--- src/rtl/pipeline_mem_stage.sv ---
// Memory stage between execute and writeback: byte-laned load/store with load alignment,
// sign/zero extension and an access timeout. Define MEM_MISALIGN_TRAP_EN to trap misaligned accesses.
module pipeline_mem_stage #(
    parameter int ADDR_WIDTH = 64,
    parameter int DATA_WIDTH = 64,
    parameter int TIMEOUT    = 255
) (
    input  logic                      clk,
    input  logic                      reset,
    input  logic                      in_valid,
    output logic                      in_ready,
    input  logic [DATA_WIDTH-1:0]     ex_res,
    input  logic [DATA_WIDTH-1:0]     r2_val,
    input  logic [4:0]                dst_reg,
    input  logic                      is_load,
    input  logic                      is_store,
    input  logic [1:0]                size,
    input  logic                      is_unsigned,
    output logic                      mem_req,
    output logic                      mem_we,
    output logic [ADDR_WIDTH-1:0]     mem_addr,
    output logic [DATA_WIDTH-1:0]     mem_wdata,
    output logic [DATA_WIDTH/8-1:0]   mem_wstrb,
    input  logic                      mem_resp,
    input  logic [DATA_WIDTH-1:0]     mem_rdata,
    output logic                      wb_enable,
    output logic [4:0]                wb_dst_reg,
    output logic [DATA_WIDTH-1:0]     wb_dst_val,
    output logic                      mem_err
);

    localparam int NB = DATA_WIDTH / 8;
    localparam int OW = $clog2(NB);
    localparam int BW = OW + 1;
    localparam int CW = $clog2(TIMEOUT + 1);

`ifdef MEM_MISALIGN_TRAP_EN
    localparam bit TRAP_EN = 1'b1;
`else
    localparam bit TRAP_EN = 1'b0;
`endif

    typedef enum logic {
        IDLE,
        ACCESS
    } state_t;

    state_t                state_q, state_d;
    logic [CW-1:0]         ctr_q, ctr_d;

    logic                  mem_req_d, mem_we_d;
    logic [ADDR_WIDTH-1:0] mem_addr_d;
    logic [DATA_WIDTH-1:0] mem_wdata_d;
    logic [NB-1:0]         mem_wstrb_d;
    logic                  wb_enable_d, mem_err_d;
    logic [4:0]            wb_dst_reg_d;
    logic [DATA_WIDTH-1:0] wb_dst_val_d;

    logic                  acc_load_q, acc_load_d;
    logic [OW-1:0]         acc_off_q, acc_off_d;
    logic [BW-1:0]         acc_bytes_q, acc_bytes_d;
    logic                  acc_uns_q, acc_uns_d;
    logic [4:0]            acc_dst_q, acc_dst_d;

    logic                  accept;
    logic                  req_is_mem;
    logic [OW-1:0]         req_off;
    logic [BW-1:0]         req_bytes;
    logic                  req_misaligned;
    logic [NB-1:0]         req_strb;
    logic [DATA_WIDTH-1:0] req_wdata;
    logic [ADDR_WIDTH-1:0] req_addr;
    logic [DATA_WIDTH-1:0] load_val;

    // Access width in bytes, clamped to the bus width.
    function automatic logic [BW-1:0] lane_bytes(input logic [1:0] sz);
        logic [BW+2:0] raw;
        raw = (BW+3)'(1) << sz;
        return (raw > (BW+3)'(NB)) ? BW'(NB) : raw[BW-1:0];
    endfunction

    // Lanes off..off+nbytes-1; anything past lane NB-1 simply falls off the bus.
    function automatic logic [NB-1:0] lane_strobe(input logic [OW-1:0] off,
                                                  input logic [BW-1:0] nbytes);
        logic [NB-1:0] s;
        logic [BW:0]   lo;
        logic [BW:0]   hi;
        lo = (BW+1)'(off);
        hi = lo + (BW+1)'(nbytes);
        s  = '0;
        for (int i = 0; i < NB; i++) begin
            s[i] = ((BW+1)'(i) >= lo) && ((BW+1)'(i) < hi);
        end
        return s;
    endfunction

    function automatic logic [DATA_WIDTH-1:0] load_align(input logic [DATA_WIDTH-1:0] raw,
                                                         input logic [OW-1:0]         off,
                                                         input logic [BW-1:0]         nbytes,
                                                         input logic                  uns);
        logic [DATA_WIDTH-1:0] shifted;
        logic [DATA_WIDTH-1:0] res;
        logic                  sign;
        shifted = raw >> {off, 3'b000};
        sign    = 1'b0;
        res     = '0;
        for (int i = 0; i < NB; i++) begin
            if (BW'(i + 1) == nbytes) begin
                sign = shifted[8*i+7];
            end
        end
        for (int i = 0; i < NB; i++) begin
            res[8*i +: 8] = (BW'(i) < nbytes) ? shifted[8*i +: 8] : {8{sign & ~uns}};
        end
        return res;
    endfunction

    assign in_ready       = (state_q == IDLE) & reset;
    assign accept         = in_valid & in_ready;
    assign req_is_mem     = is_load | is_store;
    assign req_off        = ex_res[OW-1:0];
    assign req_bytes      = lane_bytes(size);
    assign req_misaligned = (BW'(req_off) & (req_bytes - BW'(1))) != '0;
    assign req_strb       = lane_strobe(req_off, req_bytes);
    assign req_wdata      = r2_val << {req_off, 3'b000};
    assign req_addr       = {ex_res[ADDR_WIDTH-1:OW], {OW{1'b0}}};
    assign load_val       = load_align(mem_rdata, acc_off_q, acc_bytes_q, acc_uns_q);

    // Next-state and output decode; response beats the timeout when both land together.
    always_comb begin
        state_d      = state_q;
        ctr_d        = ctr_q;
        mem_req_d    = mem_req;
        mem_we_d     = mem_we;
        mem_addr_d   = mem_addr;
        mem_wdata_d  = mem_wdata;
        mem_wstrb_d  = mem_wstrb;
        wb_enable_d  = 1'b0;
        mem_err_d    = 1'b0;
        wb_dst_reg_d = wb_dst_reg;
        wb_dst_val_d = wb_dst_val;
        acc_load_d   = acc_load_q;
        acc_off_d    = acc_off_q;
        acc_bytes_d  = acc_bytes_q;
        acc_uns_d    = acc_uns_q;
        acc_dst_d    = acc_dst_q;

        case (state_q)
            IDLE: begin
                if (accept) begin
                    if (!req_is_mem) begin
                        wb_enable_d  = (dst_reg != 5'd0);
                        wb_dst_reg_d = dst_reg;
                        wb_dst_val_d = ex_res;
                    end else if (TRAP_EN && req_misaligned) begin
                        mem_err_d = 1'b1;
                    end else begin
                        state_d     = ACCESS;
                        ctr_d       = '0;
                        mem_req_d   = 1'b1;
                        mem_we_d    = ~is_load;
                        mem_addr_d  = req_addr;
                        mem_wdata_d = req_wdata;
                        mem_wstrb_d = req_strb;
                        acc_load_d  = is_load;
                        acc_off_d   = req_off;
                        acc_bytes_d = req_bytes;
                        acc_uns_d   = is_unsigned;
                        acc_dst_d   = dst_reg;
                    end
                end
            end
            ACCESS: begin
                if (mem_resp) begin
                    state_d   = IDLE;
                    mem_req_d = 1'b0;
                    if (acc_load_q) begin
                        wb_enable_d  = (acc_dst_q != 5'd0);
                        wb_dst_reg_d = acc_dst_q;
                        wb_dst_val_d = load_val;
                    end
                end else if (ctr_q == CW'(TIMEOUT)) begin
                    state_d   = IDLE;
                    mem_req_d = 1'b0;
                    mem_err_d = 1'b1;
                end else begin
                    ctr_d = ctr_q + CW'(1);
                end
            end
            default: begin
                state_d   = IDLE;
                mem_req_d = 1'b0;
            end
        endcase
    end

    // Async reset drops an in-flight request immediately and forgets the access.
    always_ff @(posedge clk or negedge reset) begin
        if (!reset) begin
            state_q     <= IDLE;
            ctr_q       <= '0;
            mem_req     <= 1'b0;
            mem_we      <= 1'b0;
            mem_addr    <= '0;
            mem_wdata   <= '0;
            mem_wstrb   <= '0;
            wb_enable   <= 1'b0;
            wb_dst_reg  <= '0;
            wb_dst_val  <= '0;
            mem_err     <= 1'b0;
            acc_load_q  <= 1'b0;
            acc_off_q   <= '0;
            acc_bytes_q <= '0;
            acc_uns_q   <= 1'b0;
            acc_dst_q   <= '0;
        end else begin
            state_q     <= state_d;
            ctr_q       <= ctr_d;
            mem_req     <= mem_req_d;
            mem_we      <= mem_we_d;
            mem_addr    <= mem_addr_d;
            mem_wdata   <= mem_wdata_d;
            mem_wstrb   <= mem_wstrb_d;
            wb_enable   <= wb_enable_d;
            wb_dst_reg  <= wb_dst_reg_d;
            wb_dst_val  <= wb_dst_val_d;
            mem_err     <= mem_err_d;
            acc_load_q  <= acc_load_d;
            acc_off_q   <= acc_off_d;
            acc_bytes_q <= acc_bytes_d;
            acc_uns_q   <= acc_uns_d;
            acc_dst_q   <= acc_dst_d;
        end
    end

endmodule
--- config.mk ---
export PLATFORM = sky130hd
export DESIGN_NAME = pipeline_mem_stage
export DESIGN_NICKNAME = d
export VERILOG_FILES = /design/src/rtl/pipeline_mem_stage.sv
export SDC_FILE = /design/constraint.sdc
export NUM_CORES = 1
export LEC_CHECK = 0
export ABC_AREA = 1
export BUFFER_PORTS_ARGS = -buffer_cell sky130_fd_sc_hd__buf_4
export CAP_MARGIN = 20
export CORE_MARGIN = 1.5
export CORE_UTILIZATION = 50
export DETAILED_ROUTE_END_ITERATION = 10
export MAX_ROUTING_LAYER = met4
export PLACE_DENSITY = 0.86
export SKIP_CTS_REPAIR_TIMING = 1
export SYNTH_ARGS = -nofsm -noshare
export SYNTH_HDL_FRONTEND = slang
export SYNTH_SLANG_ARGS = --single-unit
--- constraint.sdc ---
create_clock -name clk -period 4.79 [get_ports clk]
set_clock_uncertainty 0.1 [all_clocks]
set_input_delay 0.7185 -clock clk [delete_from_list [all_inputs] [get_ports clk]]
set_output_delay 0.7185 -clock clk [all_outputs]
set_load 0.01 [all_outputs]
* Word level (Yosys, flattened, before mapping)
Cells that the tools add are included.
Word-level totals: flip-flop bits (word level) 229, latch bits 0, memory bits (writable) 0, ROM bits 0, bits of input ports 206, output and inout port bits 210, word-level logic and storage cells 132, memories kept 0
Cells by class: add/subtract/negate cells 2, multiply operators 0, divide/modulo/power cells 0, order comparisons 24, eq/ne operators 17, shift operators 3, multiplexer cells 50, bitwise operators 7, reduce and logical (&&, ||, !) cells 13
Operator list (count):
- 2-to-1 mux 64 bit | 4
- case mux 64 bit (2 select lines) | 1
- 2-to-1 mux 8 bit | 12
- << shifter 64 x 6 -> 64 bit | 1
- >> shifter 64 x 6 -> 64 bit | 1
- 2-to-1 mux 1 bit | 23
- less-than comparator 3 x 5 -> 1 bit, first input constant | 4
- 2-to-1 mux 5 bit | 4
- equality test 3 x 4 -> 1 bit, first input constant | 4
- less-than comparator 3 x 4 -> 1 bit, first input constant | 4
- case mux 8 bit (2 select lines) | 1
- inequality test 2 bit, second input constant | 6
- less-than comparator 1 x 5 -> 1 bit, first input constant | 2
- less-than comparator 2 x 5 -> 1 bit, first input constant | 2
- case mux 5 bit (2 select lines) | 1
- nonzero test 5 bit | 2
- greater-or-equal comparator 3 bit, first input constant | 3
- adder 8 x 1 -> 8 bit, second input constant | 1
- equality test 2 x 4 -> 1 bit, first input constant | 2
- equality test 8 bit, second input constant | 1
- less-than comparator 1 x 4 -> 1 bit, first input constant | 2
- less-than comparator 2 x 4 -> 1 bit, first input constant | 2
- AND reduction 4 bit | 2
- > comparator 7 x 4 -> 1 bit, second input constant | 1
- other kinds (15) | 30

* Logic depth before layout (Yosys ltp)
word-level depth 14, depth in mapped cells 15, gate-level depth less buffers 14

* Worst setup path after synthesis
OpenSTA, ideal clock, no wires.
kind input port to flip-flop, start point input size[1], end point register mem_wstrb[1], setup time 0.121 ns, arrival 2.099 ns, required time 4.569 ns, path slack 2.470 ns, stages on the path 8, buffers on the path 0, path through nor2_1 ha_1 fa_1 o21ai_0 o211ai_1 nor2_1 nand2_1 a22o_1
On the way: word-level cells in the longest chain between the ends 6
RTL lines:
- start: declaration | line 17 | input logic [1:0] size,
- << shifter 1 x 2 -> 7 bit (*) | line 78 | raw = (BW+3)'(1) << sz;
- > comparator 7 x 4 -> 1 bit | line 79 | return (raw > (BW+3)'(NB)) ? BW'(NB) : raw[BW-1:0];
- 2-to-1 mux 4 bit (*) | line 79
- adder 3 x 4 -> 5 bit (*) | line 89 | hi = lo + (BW+1)'(nbytes);
- less-than comparator 1 x 5 -> 1 bit (*) | line 92 | s[i] = ((BW+1)'(i) >= lo) && ((BW+1)'(i) < hi);
- logical AND 1 bit (*) | line 92
- end signal: assignment | line 223 | mem_wstrb <= mem_wstrb_d;
- end: declaration | line 23 | output logic [DATA_WIDTH/8-1:0] mem_wstrb,
Every way passes the cells marked *; elsewhere a longest branch is shown, timed or not. A chain may end at the register's enable or synchronous reset.

* Final worst setup path
start point input reset, end point register wb_dst_val[53]
On the way: word-level cells in the longest chain between the ends 4
RTL lines:
- start: declaration | line 9 | input logic reset,
- AND 1 bit | line 118 | assign in_ready = (state_q == IDLE) & reset;
- AND 1 bit | line 119 | assign accept = in_valid & in_ready;
- inequality test 2 bit (no line)
- AND reduction 4 bit (no line)
- end signal: assignment | line 226 | wb_dst_val <= wb_dst_val_d;
- end: declaration | line 28 | output logic [DATA_WIDTH-1:0] wb_dst_val,
No other way between the ends.

==> reports/metrics.yaml <==
p_leak_nw: 8.979
ios: 416
final-hold-violation-count: 0
routabilityCongestion: 0.9590
routed_via_density: 5.622
area_growth_pct: 30.61
core_mm2: 0.02591
fin_util: 0.6630
overflow: 0
dieWidth_um: 165.2
clockBufferDepth: 3
synth.distinct_cells: 50
drt-total-wl_mm: 48.62
max_freq_mhz: 288.7
antenna_found_initial: 0
path_max_fanout: 88
layout.nets: 2413
cp_data_required_time_ns: 5.09
yosys_warnings: 0
synth-edff-count: 0
wl_per_cell_um: 19.02
rows: 59
worst_slew_pin_slew_ns: 1.133
drive_above_1_share: 0.2337
die_h_um: 165.2
timing.final.crit_share: 0.7231
cts_root_buf: "clkbuf_16"
syn_area_mm2: 0.01315
portBuffers: 412
grt_pass1_vias: 13309
drc_errors: 0
diodes: 0
crit_path_start_kind: "primary input"
initial_core_util: 0.5076
ctsHtreeMaxLevel: 1
tns_ns: 0
track_usage: 0.3526
grt_max_degree: 123
die-area_mm2: 0.02729
max_slew_margin: 0.2445
drv_slew: 0
worst-setup-path-type: "primary input to flop"
clock-sinks: 229
synth-seq-area-share: 0.4357
insertion_delay_ns: 0.53
drtIter0Drc: 1606
vias: 14370
cts_tree: "yes"
outcome: "finished clean"
pre_cts_slack_ns: 1.526
irDropWorstVdd_mv: 0.3067
place_hpwl_mm: 35.76
top_regs: "mem_wdata x64, wb_dst_val x64, mem_addr x61"
syn_inst: 1868
fill_cells: 2211
rsz0062_at_grt: "no"
maxCapViolCount: 0
finalWorstSetupSlack_ns: 1.326
rrSetupSlack_ns: 1.45
avgSynthCellArea_um2: 7.041
synth-seq-cells: 229
ant_nets: 0
critical_path_arrival_ns: 3.77
synthFlopType: "dfrtp_1"
setup_viol: 0
synthArstFlopShare: 1.000
period_needed_ns: 3.464
path_clk_slew_ns: 0.06
finalPower_mw: 7.801
numCtsBuffers: 25
end_kind: "flop"
grt_pass1_wl_mm: 72.14
dr.pass1.iters: 8
power_density_mw_per_mm2: 454.1
hp-class: "primary input to flop"
[placed cells by master, fill, tap and decap left out, types with 3 or more instances in the layout]
cell,instances
mux2i_1,5
a221oi_1,5
inv_1,146
nand3_4,8
o22ai_1,4
clkinv_2,4
clkbuf_8,6
conb_1,3
nand2_1,635
buf_4,426
clkbuf_16,25
o21ai_0,247
ha_1,4
clkinv_4,3
a31oi_1,31
o31ai_1,5
a211oi_1,5
inv_6,3
nor2_2,5
nor2_1,143
o21ai_1,8
o211ai_1,21
dfrtp_1,228
nor3_1,11
nand3_1,44
or2_2,16
nand2_2,4
a21oi_1,135
bufinv_16,4
[stage by stage]
stage	instances	hold slack, ns	cell area (um^2)
after floorplan	1870	0.3229	13160
after global placement	2509	0.3624	16270
after detailed placement	2509	0.3648	16270
after CTS	2555	-0.01684	17170
after global routing	2556	0.2806	17180
final	2556	0.2884	17180
[area by class of cell]
class                           count  area [um^2]  share of cell area
Clock buffer                       33        715.7             0.04166
Timing Repair Buffer              428         3223              0.1876
Inverter                          151        575.6             0.03350
Clock inverter                     13        186.4             0.01085
Sequential cell                   229         5732              0.3336
Tap cell                          335        419.2             0.02440
Multi-Input combinational cell   1367         6327              0.3683
[path summary, 6_finish.rpt]
kind / start / end / cells after the start
setup / recovery: reset / wb_dst_val[53]$_DFFE_PN0P_ / 13
hold / removal: mem_resp / mem_err$_DFF_PN0_ / 2
max in group asynchronous: reset / acc_off_q[0]$_DFFE_PN0P_ / 4
hold reg to reg: mem_addr[7]$_DFFE_PN0P_ / mem_addr[7]$_DFFE_PN0P_ / 2
min in group asynchronous: reset / mem_wdata[9]$_DFFE_PN0P_ / 2
setup reg to reg: acc_off_q[2]$_DFFE_PN0P_ / wb_dst_val[53]$_DFFE_PN0P_ / 12
[cells by family (layout without fill, tap and decap cells)]
logic type	count (synthesis)	in the layout	share of synthesized area
DFF	229	229	0.4357
muxes	5	5	0.003805
AOI/OAI and AO/OA	476	476	0.1968
xor gates and xnor gates	2	2	0.001332
buffers and inverters	274	625	0.08495
adders and majority gates	5	5	0.005327
other	1	3	0.0002851
and+or+nand+nor	876	876	0.2718
[metal layers]
| layer | vias to the layer above | global-route usage | part of all wire |
|---|---|---|---|
| met3 | 119 | 0.04471 | 0.082 |
| met2 | 756 | 0.5818 | 0.48 |
| met5 | - | - | 0 |
| met1 | 6773 | 0.4419 | 0.39 |
| met4 | 0 | 0.1384 | 0.042 |
| li1 | 6722 | - | - |
[power by group]
part	switching, mW	internal (mW)	total [mW]
clock	0.817	1.27	2.09
sequential	0.415	2.45	2.86
combinational	1.66	1.19	2.85
total	2.89	4.91	7.80
[worst max-delay path: stages]
cell           delay [ns]
dlygate4sd3_1        0.56
buf_8                0.20
inv_1                0.13
nor2_2               0.05
nand2_1              0.16
inv_1                0.08
nor2_1               0.13
inv_1                0.09
nand2_4              0.66
buf_4                0.50
a21oi_1              0.11
nand2_1              0.14
nand2_1              0.07
[cell usage after synthesis (all sizes together) (5+ instances only)]
| library cell | count | area share |
|---|---|---|
| nor2 | 150 | 0.044 |
| clkbuf | 75 | 0.021 |
| nand3 | 53 | 0.028 |
| nand2 | 641 | 0.18 |
| nor3 | 12 | 0.0049 |
| o31ai | 5 | 0.0029 |
| buf | 48 | 0.020 |
| mux2i | 5 | 0.0038 |
| o21ai | 256 | 0.098 |
| o211ai | 21 | 0.012 |
| inv | 150 | 0.043 |
| a221oi | 5 | 0.0033 |
| a211oi | 5 | 0.0029 |
| dfrtp | 229 | 0.44 |
| or2 | 16 | 0.0076 |
| a31oi | 31 | 0.015 |
| a21oi | 136 | 0.053 |
No activity file was read; power rests on OpenSTA's default activity.
